`config.mk`:
```
export PLATFORM = sky130hd
export DESIGN_NAME = byte_serial_adder
export DESIGN_NICKNAME = d
export VERILOG_FILES = /design/src/rtl/byte_serial_pkg.sv /design/src/rtl/csl8bit.sv /design/src/rtl/byte_serial_adder.sv
export SDC_FILE = /design/constraint.sdc
export NUM_CORES = 1
export LEC_CHECK = 0
export BUFFER_PORTS_ARGS = -buffer_cell sky130_fd_sc_hd__buf_2
export CORE_UTILIZATION = 55
export CTS_BUF_LIST = sky130_fd_sc_hd__clkbuf_16
export DETAILED_ROUTE_END_ITERATION = 8
export PLACE_DENSITY = 0.81
export SYNTH_ARGS = -nofsm -noshare
export SYNTH_HDL_FRONTEND = slang
export SYNTH_HIERARCHICAL = 1
export SYNTH_SLANG_ARGS = --single-unit
```
`constraint.sdc`:
```
create_clock -name clk -period 6.4 [get_ports clk]
set_input_delay 0.32 -clock clk [delete_from_list [all_inputs] [get_ports clk]]
set_output_delay 0.32 -clock clk [all_outputs]
set_load 0.03 [all_outputs]
```
`src/rtl/byte_serial_pkg.sv`:
```
// rtl/byte_serial_pkg.sv - shared types and constants for the byte-serial adder
package byte_serial_pkg;

    localparam int BYTE_W = 8;

    typedef enum logic [1:0] {
        IDLE = 2'd0,
        RUN  = 2'd1,
        DONE = 2'd2
    } state_t;

    // A single-byte build still needs a one-bit index register.
    function automatic int idx_width(input int nbytes);
        return (nbytes <= 1) ? 1 : $clog2(nbytes);
    endfunction

endpackage

```
`src/rtl/csl8bit.sv`:
```
// rtl/csl8bit.sv - 8-bit carry-select adder slice
module csl8bit (
    input  logic [7:0] i_a,
    input  logic [7:0] i_b,
    input  logic       i_cin,
    output logic [7:0] o_sum,
    output logic       o_cout
);

    logic [4:0] w_lo;
    logic [4:0] w_hi0;
    logic [4:0] w_hi1;

    assign w_lo  = {1'b0, i_a[3:0]} + {1'b0, i_b[3:0]} + {4'b0, i_cin};
    // Both upper-nibble candidates are formed up front; the low carry only selects.
    assign w_hi0 = {1'b0, i_a[7:4]} + {1'b0, i_b[7:4]};
    assign w_hi1 = {1'b0, i_a[7:4]} + {1'b0, i_b[7:4]} + 5'd1;

    assign o_sum  = {(w_lo[4] ? w_hi1[3:0] : w_hi0[3:0]), w_lo[3:0]};
    assign o_cout = w_lo[4] ? w_hi1[4] : w_hi0[4];

endmodule

```
`src/rtl/byte_serial_adder.sv`:
```
// rtl/byte_serial_adder.sv - multi-byte adder summing one byte per clock through csl8bit
module byte_serial_adder
    import byte_serial_pkg::*;
#(
    parameter int NBYTES = 4
) (
    input  logic                     clk,
    input  logic                     rst,
    input  logic                     in_valid,
    output logic                     in_ready,
    input  logic [BYTE_W*NBYTES-1:0] a,
    input  logic [BYTE_W*NBYTES-1:0] b,
    input  logic                     cin,
    output logic                     out_valid,
    input  logic                     out_ready,
    output logic [BYTE_W*NBYTES-1:0] sum,
    output logic                     cout,
    output logic                     ovf
);

    localparam int W     = BYTE_W * NBYTES;
    localparam int IDX_W = idx_width(NBYTES);
    localparam logic [IDX_W-1:0] LAST_IDX = IDX_W'(NBYTES - 1);

    state_t           r_state;
    state_t           w_state_next;
    logic [W-1:0]     r_a;
    logic [W-1:0]     r_b;
    logic [W-1:0]     r_sum;
    logic             r_carry;
    logic             r_cout;
    logic             r_ovf;
    logic [IDX_W-1:0] r_idx;

    logic [7:0]       w_a_byte;
    logic [7:0]       w_b_byte;
    logic [7:0]       w_byte_sum;
    logic             w_byte_cout;
    logic             w_accept;
    logic             w_last;

    assign in_ready  = (r_state == IDLE) && !rst;
    assign out_valid = (r_state == DONE);
    assign sum       = r_sum;
    assign cout      = r_cout;
    assign ovf       = r_ovf;
    assign w_accept  = in_valid && in_ready;
    assign w_last    = (r_idx == LAST_IDX);

    always_comb begin
        w_a_byte = 8'd0;
        w_b_byte = 8'd0;
        for (int i = 0; i < NBYTES; i++) begin
            if (r_idx == IDX_W'(i)) begin
                w_a_byte = r_a[i*BYTE_W +: BYTE_W];
                w_b_byte = r_b[i*BYTE_W +: BYTE_W];
            end
        end
    end

    csl8bit u_csl8bit (
        .i_a    (w_a_byte),
        .i_b    (w_b_byte),
        .i_cin  (r_carry),
        .o_sum  (w_byte_sum),
        .o_cout (w_byte_cout)
    );

    always_ff @(posedge clk) begin
        if (rst) begin
            r_state <= IDLE;
        end else begin
            r_state <= w_state_next;
        end
    end

    always_comb begin
        w_state_next = r_state;
        case (r_state)
            IDLE:    if (w_accept)  w_state_next = RUN;
            RUN:     if (w_last)    w_state_next = DONE;
            DONE:    if (out_ready) w_state_next = IDLE;
            default: w_state_next = IDLE;
        endcase
    end

    always_ff @(posedge clk) begin
        if (rst) begin
            r_a     <= '0;
            r_b     <= '0;
            r_sum   <= '0;
            r_carry <= 1'b0;
            r_cout  <= 1'b0;
            r_ovf   <= 1'b0;
            r_idx   <= '0;
        end else begin
            case (r_state)
                IDLE: begin
                    if (w_accept) begin
                        r_a     <= a;
                        r_b     <= b;
                        r_sum   <= '0;
                        r_carry <= cin;
                        r_idx   <= '0;
                    end
                end
                RUN: begin
                    for (int i = 0; i < NBYTES; i++) begin
                        if (r_idx == IDX_W'(i)) begin
                            r_sum[i*BYTE_W +: BYTE_W] <= w_byte_sum;
                        end
                    end
                    r_carry <= w_byte_cout;
                    // The index parks on the last byte so it never wraps.
                    if (w_last) begin
                        r_cout <= w_byte_cout;
                        r_ovf  <= (r_a[W-1] == r_b[W-1]) && (w_byte_sum[7] != r_a[W-1]);
                    end else begin
                        r_idx <= r_idx + 1'b1;
                    end
                end
                default: begin
                end
            endcase
        end
    end

endmodule

```
# Word-level counts from Yosys, hierarchy flattened
# Cells that the tools add are included.
# totals
regBits,103
latchBits,0
ram_bits,0
rom_bits,0
in_bits,69
out_inout_bits,36
elab_cells,71
n_memories,0
# classes
addsub,5
n_mul,0
n_div,0
n_lt_le_gt_ge,0
eq_ne,14
shifts,0
muxes,25
n_bitwise,0
reduce_logical,16
# op_table
cell,n
$mux 8,12
$pmux 32 s2,1
$mux 32,1
$reduce_and 3->1,6
$ne 2x2->1 const B,6
$add 4x4->5,2
$mux 2,5
$eq 2x2->1 const B,3
$pmux 2 s3,1
$reduce_and 2->1,3
$add 5x1->5,1
$add 5x1->5 const B,1
$eq 2x1->1 const B,2
$logic_not 2->1,2
$mux 4,1
$pmux 2 s2,1
$logic_and 1x1->1,3
$add 2x1->2 const B,1
$mux 1,2
$ne 2x1->1 const B,1
$pmux 1 s2,1
$reduce_bool 2->1,1
$eq 1x1->1,1
$logic_not 1->1,1
$ne 1x1->1,1

# Longest topological paths before layout
# Gate-level depths: netlist of the first run.
# logic_depth
depth_word,10
depth_mapped,16
depth_no_buf,14

# By module
# Netlist of the first run, hierarchy kept.
# by_module_without_submodules
module,n_inst,cells_each,area_each_um2,seq_area_each_um2
byte_serial_adder,1,548,4330.4,2062.0
csl8bit,1,47,384.1,0.0

# Least setup slack after synthesis of the first run
# OpenSTA, ideal clock, no wires.
# synth_path
path_type,flip-flop to flip-flop
from,reg r_idx[0]
to,reg r_carry
setup_ns,0.114
t_arrival_ns,3.395
required_ns,6.286
path_slack_ns,2.891
stages_incl_launch_ff,17
path_buffers,2
synth_period_minus_slack_ns,3.509
cell_sequence,dfxtp_1 -> inv_1 -> ha_1 -> clkbuf_1 -> clkbuf_1 -> nand2_1 -> o21ai_0 -> a22o_1 -> inv_1 -> fa_1 -> fa_1 -> nor2b_1 -> o21ai_1 -> a2111oi_2 -> xnor2_1 -> inv_1 -> a2111oi_0
# synth_via
elab_chain_cells,9
word_cells_on_any_way,18
classes_between,add/sub: 4; eq/ne: 3; mux: 10; reduce/logical: 1
# synth_rtl
element,line_no,text
"start, declared",byte_serial_adder.sv:33,logic [IDX_W-1:0] r_idx;
"start signal, assigned",byte_serial_adder.sv:119,r_idx <= r_idx + 1'b1;
$logic_not 2->1,byte_serial_adder.sv:54,if (r_idx == IDX_W'(i)) begin
$mux 8 (3 in a row),byte_serial_adder.sv:54,
$mux 8 (*),byte_serial_adder.sv:54,
net w_a_byte[0],byte_serial_adder.sv:35,logic [7:0] w_a_byte;
$add 4x4->5 (*),csl8bit.sv:14,"assign w_lo = {1'b0, i_a[3:0]} + {1'b0, i_b[3:0]} + {4'b0, i_cin};"
$add 5x1->5 (*),csl8bit.sv:14,
$mux 1 (*),csl8bit.sv:20,assign o_cout = w_lo[4] ? w_hi1[4] : w_hi0[4];
net w_byte_cout,byte_serial_adder.sv:38,logic w_byte_cout;
$pmux 1 s2 (*),byte_serial_adder.sv:97,case (r_state)
"end signal, assigned",byte_serial_adder.sv:103,r_carry <= cin;
"end signal, assigned",byte_serial_adder.sv:113,r_carry <= w_byte_cout;
"end, declared",byte_serial_adder.sv:30,logic r_carry;
# Mark *: on every way through the listed nets, which the timed path passes. The rest lies on a longest branch.
# A chain may end at the register's enable or synchronous reset.

# Worst setup path after layout of the first run
# Ends and elaborated chain as after synthesis.

==> results of run 1 <==
==> worst reg2reg max path: stages, from the launching register on <==
cell and delay (ps):
dfxtp_1 350, inv_1 110, ha_1 890, a21oi_1 60
o21ai_0 140, a22o_1 150, inv_1 60, fa_1 450
fa_1 410, nor2b_1 130, o21ai_1 130, a2111oi_2 410
xnor2_1 220, inv_1 60, a2111oi_0 330
==> kinds of logic (layout without fill, tap and decap cells) <==
group | after synthesis | in the layout | synth area share
AO/OA/AOI/OAI | 175 | 175 | 0.230
AND/OR/NAND/NOR | 185 | 185 | 0.167
flip-flops | 103 | 103 | 0.437
buffers and inverters | 107 | 186 | 0.100
multiplexers | 3 | 3 | 0.00663
adder cells (fa/ha/maj) | 15 | 15 | 0.0446
XOR/XNOR | 7 | 7 | 0.0146
==> layout make-up <==
cell class / count / area (um^2)
inverters: 63 / 239
clock buffers: 9 / 225
clock inverters: 7 / 72.6
multi-input cells: 385 / 2190
flip-flops and latches: 103 / 2060
fillers: 711 / 2800
well taps: 105 / 131
repair buffers: 107 / 546
==> path summary, 6_finish.rpt <==
check        startpoint  depth (start not counted)  endpoint
max reg2reg    r_idx[0]                         14   r_carry
min               b[13]                          3   r_b[13]
min reg2reg     r_b[18]                          2   r_b[18]
max            r_idx[0]                         14   r_carry
==> state kept, by name, indices dropped and copies added (netlist names) <==
name and count:
cout 1, ovf 1, r_a 32, r_b 32
r_carry 1, r_idx 2, r_state 2, sum 32
==> synth_stat cells (4+ instances only) <==
| cell type | count |
|---|---|
| nand2_2 | 4 |
| dfxtp_1 | 103 |
| nand2b_1 | 10 |
| clkbuf_1 | 31 |
| nand3b_1 | 5 |
| a21oi_1 | 103 |
| o32ai_1 | 33 |
| xnor2_1 | 4 |
| ha_1 | 12 |
| a22o_1 | 16 |
| o21ai_0 | 16 |
| inv_1 | 61 |
| buf_6 | 8 |
| nand2_1 | 147 |
| nor2_1 | 5 |
==> stage by stage <==
stage	util	total power, W	worst slack [ps]	hold slack, ps
2_1_floorplan	-	0.000830	2890	436
3_3_place_gp	0.625	0.000877	2630	444
3_5_place_dp	0.625	0.000885	2410	448
4_1_cts	0.662	0.00142	2410	204
5_1_grt	0.662	0.00147	1940	214
6_report	0.662	0.00142	2380	210
==> power breakdown <==
part / internal [W] / total (W) / switching (W)
combinational: 0.0000724 / 0.000192 / 0.000119
sequential: 0.000665 / 0.000681 / 0.0000165
clock: 0.000304 / 0.000544 / 0.000240
==> placed cells by master (no fill, tap or decap), drive strengths merged, types with 2 or more instances in the layout <==
cell type,netlist,layout
dfxtp,103,103
a22o,16,16
fa,3,3
a21oi,103,103
ha,12,12
clkbuf,31,9
inv,62,63
xnor2,4,4
nand2b,10,10
o21ai,17,17
nor3,3,3
buf,13,107
mux2i,2,2
nor2,5,5
a2111oi,2,2
nand3b,5,5
xor2,3,3
nand2,151,151
nor2b,3,3
nand3,2,2
clkinv,1,5
o32ai,33,33
==> per-layer routing <==
layer | GRT usage | up-vias | routed length (um)
met5 | 0 | - | 0
met2 | 0.422 | 137 | 5190
met1 | 0.346 | 1900 | 5220
met4 | 0.0909 | 0 | 167
li1 | - | 2145 | -
met3 | 0.0370 | 16 | 518
==> flow_summary.ini, run 1 <==
[logic_synthesis]
ys_seq_elements = 103
synth.cell_area_um2 = 4710
synth_top_area_frac = 0.437
async_reset_ff_frac = 0
yosysSeqAreaShare = 0.437
yosysUniqueCellTypes = 41
postSynthCellCount = 595
syn-num-nets = 679
synth_top_area_cell = dfxtp_1
synth_edf_count = 0
synthFlopType = dfxtp_1
yosysWarningCount = 6
syn_avg_cell_area_um2 = 7.92
ys_top_cells_by_area = dfxtp_1 (44%), nand2_1 (12%), a21oi_1 (11%), o32ai_1 (6.1%), inv_1 (4.9%)

[worst_setup_path]
path_common_cell = inv_1
arrival_ps = 4240
crit_buf_inv = 3
slowest_stage = ha_1
path_cells = inv_1, ha_1, a21oi_1, o21ai_0, a22o_1, inv_1, fa_1, fa_1, nor2b_1, o21ai_1, a2111oi_2, xnor2_1, inv_1, a2111oi_0
crit_type = flop to flop
r2r_slack_ps = 2380
cp_top_family = adder cells
start_kind = flop
cp.required_ps = 6620
cp_max_fo = 33
end_kind = flop
slowest_delay_ps = 890

[power_and_ir_drop]
p_leak_nw = 2.16
power_density_nw_per_um2 = 259
max-vdd-ir-drop_mv = 0.142

[timing]
timing.fmax_mhz = 249
finalClockSkew_ps = 7.91
period_needed_ps = 4020
fin_crit_sh = 0.629
finalSetupViolCount = 0
maxSlewHeadroom = 0.254
slew_violations = 0
tns_ps = 0
tightest_slew_ps = 1120
rsz0062_at_grt = false
final-hold-violation-count = 0

[flow_run]
max_cap_violations = 0

[die]
die_h_um = 94.6
die_area_um2 = 8950
num_rows = 33
core_um2 = 8260
die_w_um = 94.6
initial_core_util = 0.571
io_pins = 105

[clock_network]
cts-resized-gates = 0
cts_tree = done
htreeDepth = 3
post_cts_buffers = 0
cts_root_buffer = clkbuf_16
numCtsBuffers = 9
cts_hold_buf = 0
clock_path_buffers = 2
clk_pin_slew_worst_paths_ps = 70
worstSkewPairLatency_ps = 340
clock_sinks = 103

[route]
first_pass_iters = 5
vias = 4198
viasPerCell = 5.39
final_antenna_net_count = 0
drtIter0Drc = 207
drc = 0
wirelength_um = 11100
wl_per_cell_um = 14.2

[finish]
final_layout_size_suffix_gt1_frac = 0.194
antenna-diode-count = 0
finalNetCount = 753
instances_no_fill = 779
syn2layout_area_growth_pct = 15.9
design_area_um2 = 5460

[grt]
grt_max_degree = 117
grt-ovfl-total = 0
grt_pass1_vias = 3835
grt_pass1_wl_um = 18000
antenna_found_initial = 0
gr-usage-all-layers = 0.258

[placed_design]
dp.cells = 763
hpwl_um = 7790
gp_congestion = 0.794
place.port_buffers = 104
placed_area_um2 = 5160

[status]
outcome = finished, final reports clean

[hold_path]
min_path_type = input pin to flop
(Power assumes the default switching activity.)
==> run 2, diff against run 1 <==
--- a/config.mk
+++ b/config.mk
@@ -6,10 +6,10 @@
 export NUM_CORES = 1
 export LEC_CHECK = 0
 export BUFFER_PORTS_ARGS = -buffer_cell sky130_fd_sc_hd__buf_2
-export CORE_UTILIZATION = 55
+export CORE_UTILIZATION = 49
 export CTS_BUF_LIST = sky130_fd_sc_hd__clkbuf_16
 export DETAILED_ROUTE_END_ITERATION = 8
-export PLACE_DENSITY = 0.81
+export PLACE_DENSITY = 0.76
 export SYNTH_ARGS = -nofsm -noshare
 export SYNTH_HDL_FRONTEND = slang
 export SYNTH_HIERARCHICAL = 1
==> constraint.sdc (replaced) <==
create_clock -name clk -period 3.68 [get_ports clk]
set_input_delay 0.184 -clock clk [delete_from_list [all_inputs] [get_ports clk]]
set_output_delay 0.184 -clock clk [all_outputs]
set_load 0.03 [all_outputs]
==> flow_summary.ini, run 2 (synthesized netlist as in run 1, its figures left out) <==
[status]
outcome = finished, final reports clean

[finish]
syn2layout_area_growth_pct = 18.0
num-fill-cells = 863
design_area_um2 = 5560
mostFrequentLayoutCells = nand2_1 (147), a21oi_1 (103), dfxtp_1 (103), buf_2 (103), inv_1 (61)
antenna-diode-count = 0
instances_no_fill = 811
finalNetCount = 761
final_layout_size_suffix_gt1_frac = 0.210
ff_latch_area_um2 = 2060
multi_input_area_um2 = 2210
final_common_cell = nand2_1

[die]
die_area_um2 = 10000
die_h_um = 100
num_rows = 35
die_w_um = 100
core_um2 = 9280
io_pins = 105
initial_core_util = 0.508

[worst_setup_path]
slowest_delay_ps = 540
cp_max_fo = 14
crit_type = flop to flop
r2r_end = r_carry
slowest_stage = fa_1
cp.required_ps = 3910
r2r-start = r_idx[0]
cp.depth = 14
end_kind = flop
arrival_ps = 3700
rr_worst_depth = 14
cp_top_family = adder cells
r2r_slack_ps = 210
path_cells = inv_1, ha_2, buf_4, a21oi_1, o21ai_0, a22o_1, ha_1, fa_1, ha_1, nand2_1, a2111oi_2, xnor2_1, inv_1, a2111oi_1
start_kind = flop
crit_buf_inv = 3

[timing]
holdWs_ps = 69.9
rsz0062_at_grt = false
period_needed_ps = 3470
tightest_slew_ps = 1140
fin_crit_sh = 0.943
tns_ps = 0
timing.fmax_mhz = 288
slew_violations = 0
finalSetupViolCount = 0
finalClockSkew_ps = 7.36
maxSlewHeadroom = 0.241
final-hold-violation-count = 0

[power_and_ir_drop]
power_density_nw_per_um2 = 442
p_leak_nw = 2.20
max-vdd-ir-drop_mv = 0.237
p_total_w = 0.00246

[route]
drc = 0
wirelength_um = 11600
final_antenna_net_count = 0
viasPerCell = 5.27
wl_per_cell_um = 14.3
drtIter0Drc = 221
first_pass_iters = 4
vias = 4272

[hold_path]
hold_path_depth = 3
hp-start = b[2]
hold_end = r_b[2]
min_path_type = input pin to flop

[clock_network]
htreeDepth = 3
cts_root_buffer = clkbuf_16
clock_sinks = 103
clock_path_buffers = 2
post_cts_buffers = 0
cts_tree = done
numCtsBuffers = 9
clk_pin_slew_worst_paths_ps = 80
worstSkewPairLatency_ps = 350

[flow_run]
max_cap_violations = 0

[grt]
grt_pass1_vias = 4045
gr-usage-all-layers = 0.241
grt_max_degree = 117
antenna_found_initial = 0
grt-ovfl-total = 0
grt_pass1_wl_um = 19100

[placed_design]
dp.cells = 795
hpwl_um = 8440
place.port_buffers = 104
gp_congestion = 0.834
placed_area_um2 = 5260
-- run 2: changes by cell type in the layout (fill, tap and decap cells not counted), moves of 2 or more --
| cell | before | now |
|---|---|---|
| ha_2 | 0 | 2 |
| inv_8 | 0 | 2 |
| buf_4 | 4 | 12 |
| ha_1 | 12 | 9 |
-- run 2: what timing repair did --
| item | CTS | global route |
|---|---|---|
| hold buffers | 0 | 0 |
| setup endpoints to repair | 0 | 1 |
| resized for setup | 0 | 5 |
-- run 2: worst min-delay path, stage by stage --
cell and delay [ps]:
buf_2 90, nand2_1 40, a21oi_1 50
-- run 2: metal layers --
metal | share of wire | global-route usage | up-vias
met5 | 0 | 0 | -
met4 | 0.024 | 0.103 | 0
met3 | 0.044 | 0.0334 | 24
met2 | 0.48 | 0.405 | 121
met1 | 0.45 | 0.312 | 1968
li1 | - | - | 2159
-- run 2: how the worst max path moves through the flow --
stage,endpoint,start
after CTS,r_carry,r_idx[0]
final,r_carry,r_idx[0]
after floorplan,r_carry,r_idx[0]
after global placement,r_carry,r_idx[0]
after detailed placement,r_carry,r_idx[0]
after global routing,r_carry,r_idx[0]
-- run 2: cell type report --
type	count	share of cell area
inverter	63	0.0430
timing repair buffer	115	0.109
clock buffer	9	0.0405
tap	129	0.0290
sequential	103	0.371
clock inverter	7	0.0115
multi-input combinational	385	0.397
-- run 2: through the flow --
stage	setup slack [ps]	util
4_1_cts	89.5	0.597
3_3_place_gp	327	0.566
3_5_place_dp	64.5	0.566
6_report	208	0.599
5_1_grt	2.29	0.599
2_1_floorplan	171	-
-- run 2: report_power, final --
group          switching [W]  leakage, nW  internal, W
clock               0.000449        0.136     0.000474
sequential         0.0000282        0.837      0.00116
combinational       0.000215         1.22     0.000136
total               0.000692         2.20      0.00177
